===== src/rtl/room_sequencer.sv =====
// Game-flow controller: owns the room index, sequences room changes, death/respawn and game over.
// Reset pulses are combinational from the one-cycle LOAD state; everything else advances on frame ticks.
module room_sequencer #(
    parameter logic [9:0] EDGE_X       = 10'd600,
    parameter logic [1:0] NUM_ROOMS    = 2'd3,
    parameter logic [7:0] DEATH_FRAMES = 8'd90,
    parameter logic [2:0] LIVES        = 3'd3
) (
    input  logic       Clk,
    input  logic       Reset,
    input  logic       frame_clk,
    input  logic [9:0] mario_x,
    input  logic [1:0] is_alive_mario,
    input  logic       start,
    output logic [1:0] roomNum,
    output logic       enemy_reset,
    output logic       mario_reset,
    output logic       freeze,
    output logic [3:0] fade_level,
    output logic [2:0] lives,
    output logic       game_over
);

    typedef enum logic [2:0] {
        PLAY       = 3'd0,
        FADE_OUT   = 3'd1,
        LOAD       = 3'd2,
        FADE_IN    = 3'd3,
        DEATH_WAIT = 3'd4,
        GAME_OVER  = 3'd5
    } state_t;

    state_t     state_q, state_n;
    logic [1:0] room_q, room_n;
    logic [2:0] lives_q, lives_n;
    logic [3:0] fade_q, fade_n;
    logic [7:0] cnt_q, cnt_n;
    logic       respawn_q, respawn_n;
    logic       frame_clk_d;
    logic       tick;

    assign tick = frame_clk & ~frame_clk_d;

    always_ff @(posedge Clk) begin
        if (Reset) begin
            state_q     <= PLAY;
            room_q      <= 2'd1;
            lives_q     <= LIVES;
            fade_q      <= 4'd0;
            cnt_q       <= 8'd0;
            respawn_q   <= 1'b0;
            frame_clk_d <= 1'b0;
        end else begin
            state_q     <= state_n;
            room_q      <= room_n;
            lives_q     <= lives_n;
            fade_q      <= fade_n;
            cnt_q       <= cnt_n;
            respawn_q   <= respawn_n;
            frame_clk_d <= frame_clk;
        end
    end

    always_comb begin
        state_n     = state_q;
        room_n      = room_q;
        lives_n     = lives_q;
        fade_n      = fade_q;
        cnt_n       = cnt_q;
        respawn_n   = respawn_q;
        freeze      = 1'b1;
        enemy_reset = 1'b0;
        mario_reset = 1'b0;
        game_over   = 1'b0;

        case (state_q)
            PLAY: begin
                freeze = 1'b0;
                if (tick) begin
                    if (is_alive_mario == 2'd0) begin
                        state_n = DEATH_WAIT;
                        cnt_n   = 8'd0;
                    end else if (mario_x >= EDGE_X) begin
                        state_n   = FADE_OUT;
                        respawn_n = 1'b0;
                    end
                end
            end
            FADE_OUT: begin
                if (tick) begin
                    if (fade_q >= 4'd14) begin
                        fade_n  = 4'd15;
                        state_n = LOAD;
                    end else begin
                        fade_n = fade_q + 4'd1;
                    end
                end
            end
            LOAD: begin
                enemy_reset = 1'b1;
                mario_reset = 1'b1;
                if (!respawn_q) begin
                    room_n = (room_q >= NUM_ROOMS) ? 2'd1 : room_q + 2'd1;
                end
                respawn_n = 1'b0;
                state_n   = FADE_IN;
            end
            FADE_IN: begin
                if (tick) begin
                    if (fade_q <= 4'd1) begin
                        fade_n  = 4'd0;
                        state_n = PLAY;
                    end else begin
                        fade_n = fade_q - 4'd1;
                    end
                end
            end
            DEATH_WAIT: begin
                if (tick) begin
                    cnt_n = cnt_q + 8'd1;
                    if (cnt_n == DEATH_FRAMES) begin
                        // A stray zero-lives entry still lands in GAME_OVER rather than wrapping.
                        if (lives_q <= 3'd1) begin
                            lives_n = 3'd0;
                            fade_n  = 4'd15;
                            state_n = GAME_OVER;
                        end else begin
                            lives_n   = lives_q - 3'd1;
                            respawn_n = 1'b1;
                            state_n   = FADE_OUT;
                        end
                    end
                end
            end
            GAME_OVER: begin
                game_over = 1'b1;
                fade_n    = 4'd15;
                if (start) begin
                    lives_n   = LIVES;
                    room_n    = 2'd1;
                    respawn_n = 1'b1;
                    state_n   = LOAD;
                end
            end
            default: begin
                state_n = PLAY;
            end
        endcase
    end

    assign roomNum    = room_q;
    assign lives      = lives_q;
    assign fade_level = fade_q;

endmodule


===== config.mk =====
export PLATFORM = sky130hd
export DESIGN_NAME = room_sequencer
export DESIGN_NICKNAME = d
export VERILOG_FILES = /design/src/rtl/room_sequencer.sv
export SDC_FILE = /design/constraint.sdc
export NUM_CORES = 1
export LEC_CHECK = 0
export CAP_MARGIN = 20
export CELL_PAD_IN_SITES_DETAIL_PLACEMENT = 0
export CELL_PAD_IN_SITES_GLOBAL_PLACEMENT = 1
export CORE_AREA = 4 4 72 74
export CTS_BUF_LIST = sky130_fd_sc_hd__clkbuf_8 sky130_fd_sc_hd__clkbuf_16
export CTS_CLUSTER_DIAMETER = 50
export DETAILED_ROUTE_END_ITERATION = 8
export DIE_AREA = 0 0 76 78
export DONT_BUFFER_PORTS = 1
export PLACE_DENSITY = 0.71
export SLEW_MARGIN = 20
export SYNTH_ARGS = -nofsm -noshare
export SYNTH_HDL_FRONTEND = slang
export SYNTH_SLANG_ARGS = --single-unit
export TNS_END_PERCENT = 10

===== constraint.sdc =====
create_clock -name Clk -period 2.35 [get_ports Clk]
set_clock_uncertainty 0.05 [all_clocks]
set_input_delay 0.3525 -clock Clk [delete_from_list [all_inputs] [get_ports Clk]]
set_output_delay 0.3525 -clock Clk [all_outputs]
set_load 0.02 [all_outputs]

==> out/metrics.yaml, run 1 <==
status:
  status: "completed"
floorplanning:
  die_w_um: 76
  core_mm2: 0.004598
  placementRows: 25
  initial_core_util_pct: 33.41
  die-area_mm2: 0.005928
  die_h_um: 78
  ios: 29
drt:
  num_vias: 1439
  drc: 0
  postRouteAntennaNets: 0
  first_iter_violations: 100
  wl_per_cell_um: 14.68
  first_pass_iters: 4
  vias_per_cell: 5.643
  detail_route.wirelength_mm: 3.743
min_path:
  worstHoldPathType: "in -> reg"
  hp-start: "Reset"
finish:
  antenna_cells: 0
  fill_cells: 485
  design_area_mm2: 0.001648
  post-route-util_pct: 35.84
  seqCellArea_um2: 440.4
  syn_to_final_growth_pct: 7.248
  multi_input_area_um2: 997.2
  nets: 228
  drive_above_1_share_pct: 10.95
grt:
  antenna_found_initial: 0
  overflow: 0
  grt_max_degree: 27
  grt_pass1_wl_mm: 6.403
  grt_pass1_vias: 1309
  grtUsageTotal_pct: 13.03
worst_setup_path:
  slowest_delay_ns: 0.45
  r2r_start: "cnt_q[0]$_SDFFE_PP0P_"
  crit_path_cell_trace: "ha_1, and3_1, mux2i_1, o2111ai_1, nand3_2, nand2_1, a221oi_1"
  critPathBufInv: 0
  crit_slowest_cell: "dfxtp_1"
  cp.required_ns: 2.47
  crit_type: "reg -> reg"
  crit_path_end_kind: "register"
  path_max_fanout: 7
  worst_setup_path_start_kind: "register"
  crit_family: "compound AO/OA/AOI/OAI gates"
  arrival_ns: 2.24
  crit_start: "cnt_q[0]$_SDFFE_PP0P_"
clock_tree:
  clk_path_buf_depth: 2
  clk_pin_slew_ns: 0.08
  insertion_delay_ns: 0.27
  cts_sinks: 22
  cts_tree: "done"
  cts_hold_buf: 0
  post_cts_resized: 0
  cts_buffers: 3
  cts_root_buf: "clkbuf_8"
  cts_setup_buffers: 0
  cts_max_level: 1
power:
  p_comb_share_pct: 41.6
  peakVddDrop_mv: 0.3471
  switchingPower_mw: 0.5693
  seqPwrFrac_pct: 40.5
  intPower_mw: 0.7659
  power.density_mw_per_mm2: 810.3
  p_clk_share_pct: 17.9
  sw_frac_of_total_pct: 42.64
  leakage_nw: 0.6341
logic_synthesis:
  yosysSeqAreaShare_pct: 28.66
  syn_area_per_cell_um2: 7.644
  synthArstFlopShare_pct: 0
  synth_nets: 226
  yosysWarnings: 0
  syn_area_mm2: 0.001536
  synth-edff-count: 0
  ys_types: 50
  synth_cells: 201
  synthFlopType: "dfxtp_1"
  ys_ff_latch: 22
flow_run:
  drv_cap: 0
sta:
  rsz0062_at_grt: "no"
  fin_tns_setup_ns: 0
  setup_viol: 0
  slew_headroom_pct: 57.79
  fin_crit_ns: 2.113
  worstMarginPinSlew_ns: 0.6304
  slew_violations: 0
  worst_hold_slack_ns: 0.09660
  hold_viol_final: 0
  fin_crit_sh_pct: 89.93
  fmax_ghz: 0.4732
place:
  dpl_cell_area_mm2: 0.001607
  place_hpwl_mm: 2.739
  io_buffers: 0
  gp_congestion: 0.7832
-- sequential cells by signal, indices dropped and copies added, names as in the netlist --
name,flops
state_q,3
cnt_q,8
roomNum,2
frame_clk_d,1
lives,3
fade_level,4
respawn_q,1
-- power by group through the flow --
stage	registers [mW]	clock network [mW]	logic (mW)
CTS	0.543	0.254	0.558
floorplan	0.522	0	0.471
global placement	0.552	0	0.556
global route	0.554	0.265	0.629
detailed placement	0.552	0	0.554
finish	0.540	0.239	0.556
-- cell type report --
cell class                      instances  share of cell area (%)
Clock buffer                            3                   2.506
Inverter                               11                   2.506
Tap cell                               54                   4.100
Multi-Input combinational cell        157                   60.52
Timing Repair Buffer                    8                   3.645
Sequential cell                        22                   26.73
-- worst reg2reg max path: stages (launching register included) --
cell       delay, ns
dfxtp_1         0.45
ha_1            0.20
and3_1          0.20
mux2i_1         0.22
o2111ai_1       0.25
nand3_2         0.21
nand2_1         0.13
a221oi_1        0.30
-- cell families (layout without fill, tap and decap cells) --
logic type               Yosys count  after routing  share of synthesized area, %
AO/OA/AOI/OAI                     69             69                         29.72
XOR/XNOR                           1              1                        0.5701
adder cells (fa/ha/maj)            9              9                         7.329
buffers and inverters             22             22                         6.434
flip-flops                        22             22                         28.66
multiplexers                       1              1                        0.6515
AND/OR/NAND/NOR                   77             77                         26.63
-- placed cells by master, fill, tap and decap left out, types with 2 or more instances in the layout --
cell / count
a211oi_1: 4
a21o_1: 3
a21oi_1: 22
a221oi_1: 2
a311oi_1: 2
a31oi_1: 4
and3_1: 7
buf_4: 8
clkbuf_8: 3
dfxtp_1: 22
ha_1: 9
inv_1: 10
nand2_1: 9
nand2b_1: 3
nand3_1: 5
nand3b_1: 4
nand4b_1: 2
nor2_1: 25
nor2b_1: 3
nor3_1: 9
nor4_1: 2
o2111ai_1: 2
o21a_1: 2
o21ai_0: 14
o21ba_2: 2
-- Yosys cell counts (all sizes together) (2+ instances only) --
| cell | number | share of area [%] |
|---|---|---|
| nor4 | 2 | 0.81 |
| dfxtp | 22 | 29 |
| a311oi | 2 | 1.1 |
| nand3 | 6 | 2.3 |
| o21ba | 2 | 1.3 |
| clkbuf | 5 | 1.2 |
| nand4b | 2 | 1.1 |
| a21oi | 23 | 7.7 |
| a31oi | 4 | 1.6 |
| a221oi | 2 | 1.1 |
| buf | 6 | 2.5 |
| nand2b | 3 | 1.2 |
| o21a | 2 | 0.98 |
| nor3 | 9 | 2.9 |
| inv | 11 | 2.7 |
| nand2 | 9 | 2.2 |
| nor2 | 26 | 6.8 |
| o21ai | 14 | 4.6 |
| nand3b | 4 | 2.0 |
| o2111ai | 2 | 1.1 |
| ha | 9 | 7.3 |
| a211oi | 4 | 2.0 |
| a21o | 3 | 1.5 |
| nor2b | 3 | 1.2 |
| and3 | 7 | 2.9 |
-- layer usage --
layer / wire (um) / up-vias / part of all wire [%] / GRT usage (%)
li1: - / 732 / - / -
met1: 1776 / 663 / 47 / 17.80
met2: 1715 / 39 / 46 / 19.86
met3: 180 / 5 / 4.8 / 1.856
met4: 71 / 0 / 1.9 / 6.406
met5: 0 / - / 0 / 0
-- worst paths after layout --
path,endpoint,slack [ns],depth (start not counted)
setup / recovery,fade_level[2]$_SDFFE_PP0P_,0.24,7
hold / removal,frame_clk_d$_SDFF_PP0_,0.1,1
setup reg to reg,fade_level[2]$_SDFFE_PP0P_,0.24,7
hold reg to reg,cnt_q[7]$_SDFFE_PP0P_,0.49,2
-- per-stage QoR --
stage	instances	worst slack [ns]	power (mW)
5_1_grt	255	0.08496	1.448
2_1_floorplan	201	0.5083	0.9935
3_5_place_dp	252	0.2958	1.106
3_3_place_gp	252	0.3129	1.108
6_report	255	0.2365	1.335
4_1_cts	255	0.2730	1.355
Note: power is estimated with default switching activity, not from simulation.
==> run 2: changes to the inputs <==
--- a/config.mk
+++ b/config.mk
@@ -15,6 +15,7 @@
 export DIE_AREA = 0 0 76 78
 export DONT_BUFFER_PORTS = 1
 export PLACE_DENSITY = 0.71
+export REMOVE_ABC_BUFFERS = 1
 export SLEW_MARGIN = 20
 export SYNTH_ARGS = -nofsm -noshare
 export SYNTH_HDL_FRONTEND = slang
==> run 2 against run 1 <==
- register-to-register slack better by 0.05 ns
- combinational power hardly changed
- design area is 1.3% higher
- die area stayed put
- power is 3.8% higher
- largest cell class unchanged
- largest power group unchanged
==> out/metrics.yaml, run 2 (same netlist as run 1, synthesis figures left out) <==
floorplanning:
  die-area_mm2: 0.005928  # unchanged
  core_mm2: 0.004598  # unchanged
  initial_core_util_pct: 33.41  # unchanged
  ios: 29  # unchanged
  placementRows: 25  # unchanged
  die_h_um: 78  # unchanged
  die_w_um: 76  # unchanged
place:
  place_hpwl_mm: 2.737  # about the same
  dpl_cell_area_mm2: 0.001614  # +0.47%
  io_buffers: 0  # unchanged
  gp_congestion: 0.7873  # +0.52%
clock_tree:
  cts_setup_buffers: 0  # unchanged
  clk_pin_slew_ns: 0.09  # about the same
  clk_path_buf_depth: 2  # unchanged
  cts_buffers: 3  # unchanged
  cts_tree: "done"
  post_cts_resized: 0  # unchanged
  cts_max_level: 1  # unchanged
  cts_root_buf: "clkbuf_8"
  insertion_delay_ns: 0.27  # about the same
  cts_sinks: 22  # unchanged
  cts_hold_buf: 0  # unchanged
sta:
  fmax_ghz: 0.4839  # +2.3%
  fin_tns_setup_ns: 0  # unchanged
  rsz0062_at_grt: "no"
  slew_headroom_pct: 55.04  # -2.7 points
  fin_crit_sh_pct: 87.94  # -2.0 points
  fin_crit_ns: 2.067  # -0.04688 ns
  worstMarginPinSlew_ns: 0.6714  # +0.04100 ns
  slew_violations: 0  # unchanged
  hold_viol_final: 0  # unchanged
  setup_viol: 0  # unchanged
min_path:
  worstHoldPathType: "in -> reg"
  worstHoldPathCells: 1  # unchanged
  hp-start: "Reset"
worst_setup_path:
  crit_start: "cnt_q[0]$_SDFFE_PP0P_"
  r2r_start: "cnt_q[0]$_SDFFE_PP0P_"
  crit_path_end_kind: "register"
  path_max_fanout: 7  # unchanged
  crit_type: "reg -> reg"
  worst_setup_path_start_kind: "register"
  arrival_ns: 2.21  # -0.03 ns
  r2r_cells: 7  # unchanged
  cp.required_ns: 2.49  # +0.02 ns
power:
  peakVddDrop_mv: 0.4048  # +17%
  leakage_nw: 0.6455  # +1.8%
  p_comb_share_pct: 40.0  # -1.6 points
  seqPwrFrac_pct: 39.0  # -1.5 points
  sw_frac_of_total_pct: 42.27  # -0.37 points
  intPower_mw: 0.8004  # +4.5%
  p_clk_share_pct: 21.0  # +3.1 points
  switchingPower_mw: 0.5860  # +2.9%
  power.density_mw_per_mm2: 830.7  # +2.5%
grt:
  overflow: 0  # unchanged
  grt_pass1_wl_mm: 6.334  # -1.1%
  grtUsageTotal_pct: 12.66  # -0.37 points
  antenna_found_initial: 0  # unchanged
  grt_max_degree: 27  # unchanged
  grt_pass1_vias: 1311  # +0.15%
finish:
  drive_above_1_share_pct: 11.82  # +0.88 points
  largest_reg_flops: 8  # unchanged
  post-route-util_pct: 36.30  # +0.46 points
  antenna_cells: 0  # unchanged
  design_area_mm2: 0.001669  # +1.3%
  final_common_cell: "nor2_1"
  mostFrequentLayoutCells: "nor2_1, a21oi_1, dfxtp_1, o21ai_0, inv_1"
  syn_to_final_growth_pct: 8.632
  top_register: "cnt_q"
  fill_cells: 484  # -0.21%
  nets: 229  # +0.44%
drt:
  first_pass_iters: 4  # unchanged
  vias_per_cell: 5.553  # -1.6%
  postRouteAntennaNets: 0  # unchanged
  wl_per_cell_um: 14.83  # +1.1%
  drc: 0  # unchanged
  detail_route.wirelength_mm: 3.812  # +1.8%
  first_iter_violations: 62  # -38%
  num_vias: 1427  # -0.83%
flow_run:
  drv_cap: 0  # unchanged
status:
  status: "completed"
[run 2: final cells by class]
class | instances | area [um2] | share of cell area [%]
repair buffers | 9 | 67.56 | 4.048
inverters | 11 | 41.29 | 2.474
clock buffers | 4 | 55.05 | 3.298
well taps | 54 | 67.56 | 4.048
multi-input cells | 157 | 997.2 | 59.75
flip-flops and latches | 22 | 440.4 | 26.39
[run 2: path summary, 6_finish.rpt]
check | slack [ns] | to
setup / recovery | 0.28 | fade_level[2]$_SDFFE_PP0P_
setup reg to reg | 0.28 | fade_level[2]$_SDFFE_PP0P_
hold / removal | 0.09 | roomNum[1]$_SDFFE_PP0P_
hold reg to reg | 0.48 | cnt_q[6]$_SDFFE_PP0P_
[run 2: critical path, stage by stage (launching register included)]
cell and delay (ns):
dfxtp_1 0.45, ha_1 0.20, and3_1 0.19, mux2i_1 0.22, o2111ai_1 0.25, nand3_2 0.21, nand2_1 0.13, a221oi_1 0.28
[run 2: power groups by stage]
stage,sequential (mW),clock [mW],combinational (mW)
floorplan,0.557,0,0.400
global placement,0.550,0,0.555
detailed placement,0.551,0,0.554
CTS,0.541,0.298,0.559
global route,0.550,0.314,0.627
finish,0.541,0.291,0.555
[run 2: per-stage QoR]
stage	total power [mW]	hold WS (ns)	setup WS, ns	instances
floorplan	0.9576	0.3716	0.5082	190
global placement	1.104	0.3779	0.3335	253
detailed placement	1.105	0.3768	0.2812	253
CTS	1.399	0.07996	0.2638	257
global route	1.490	0.07726	0.06948	257
finish	1.386	0.08691	0.2834	257
[run 2: metal layers]
| layer | up-vias | GRT usage [%] | part of all wire, % |
|---|---|---|---|
| li1 | 738 | - | - |
| met2 | 15 | 22.52 | 49 |
| met1 | 669 | 15.34 | 47 |
| met5 | - | 0 | 0 |
| met4 | 0 | 2.669 | 0.66 |
| met3 | 5 | 3.016 | 2.5 |
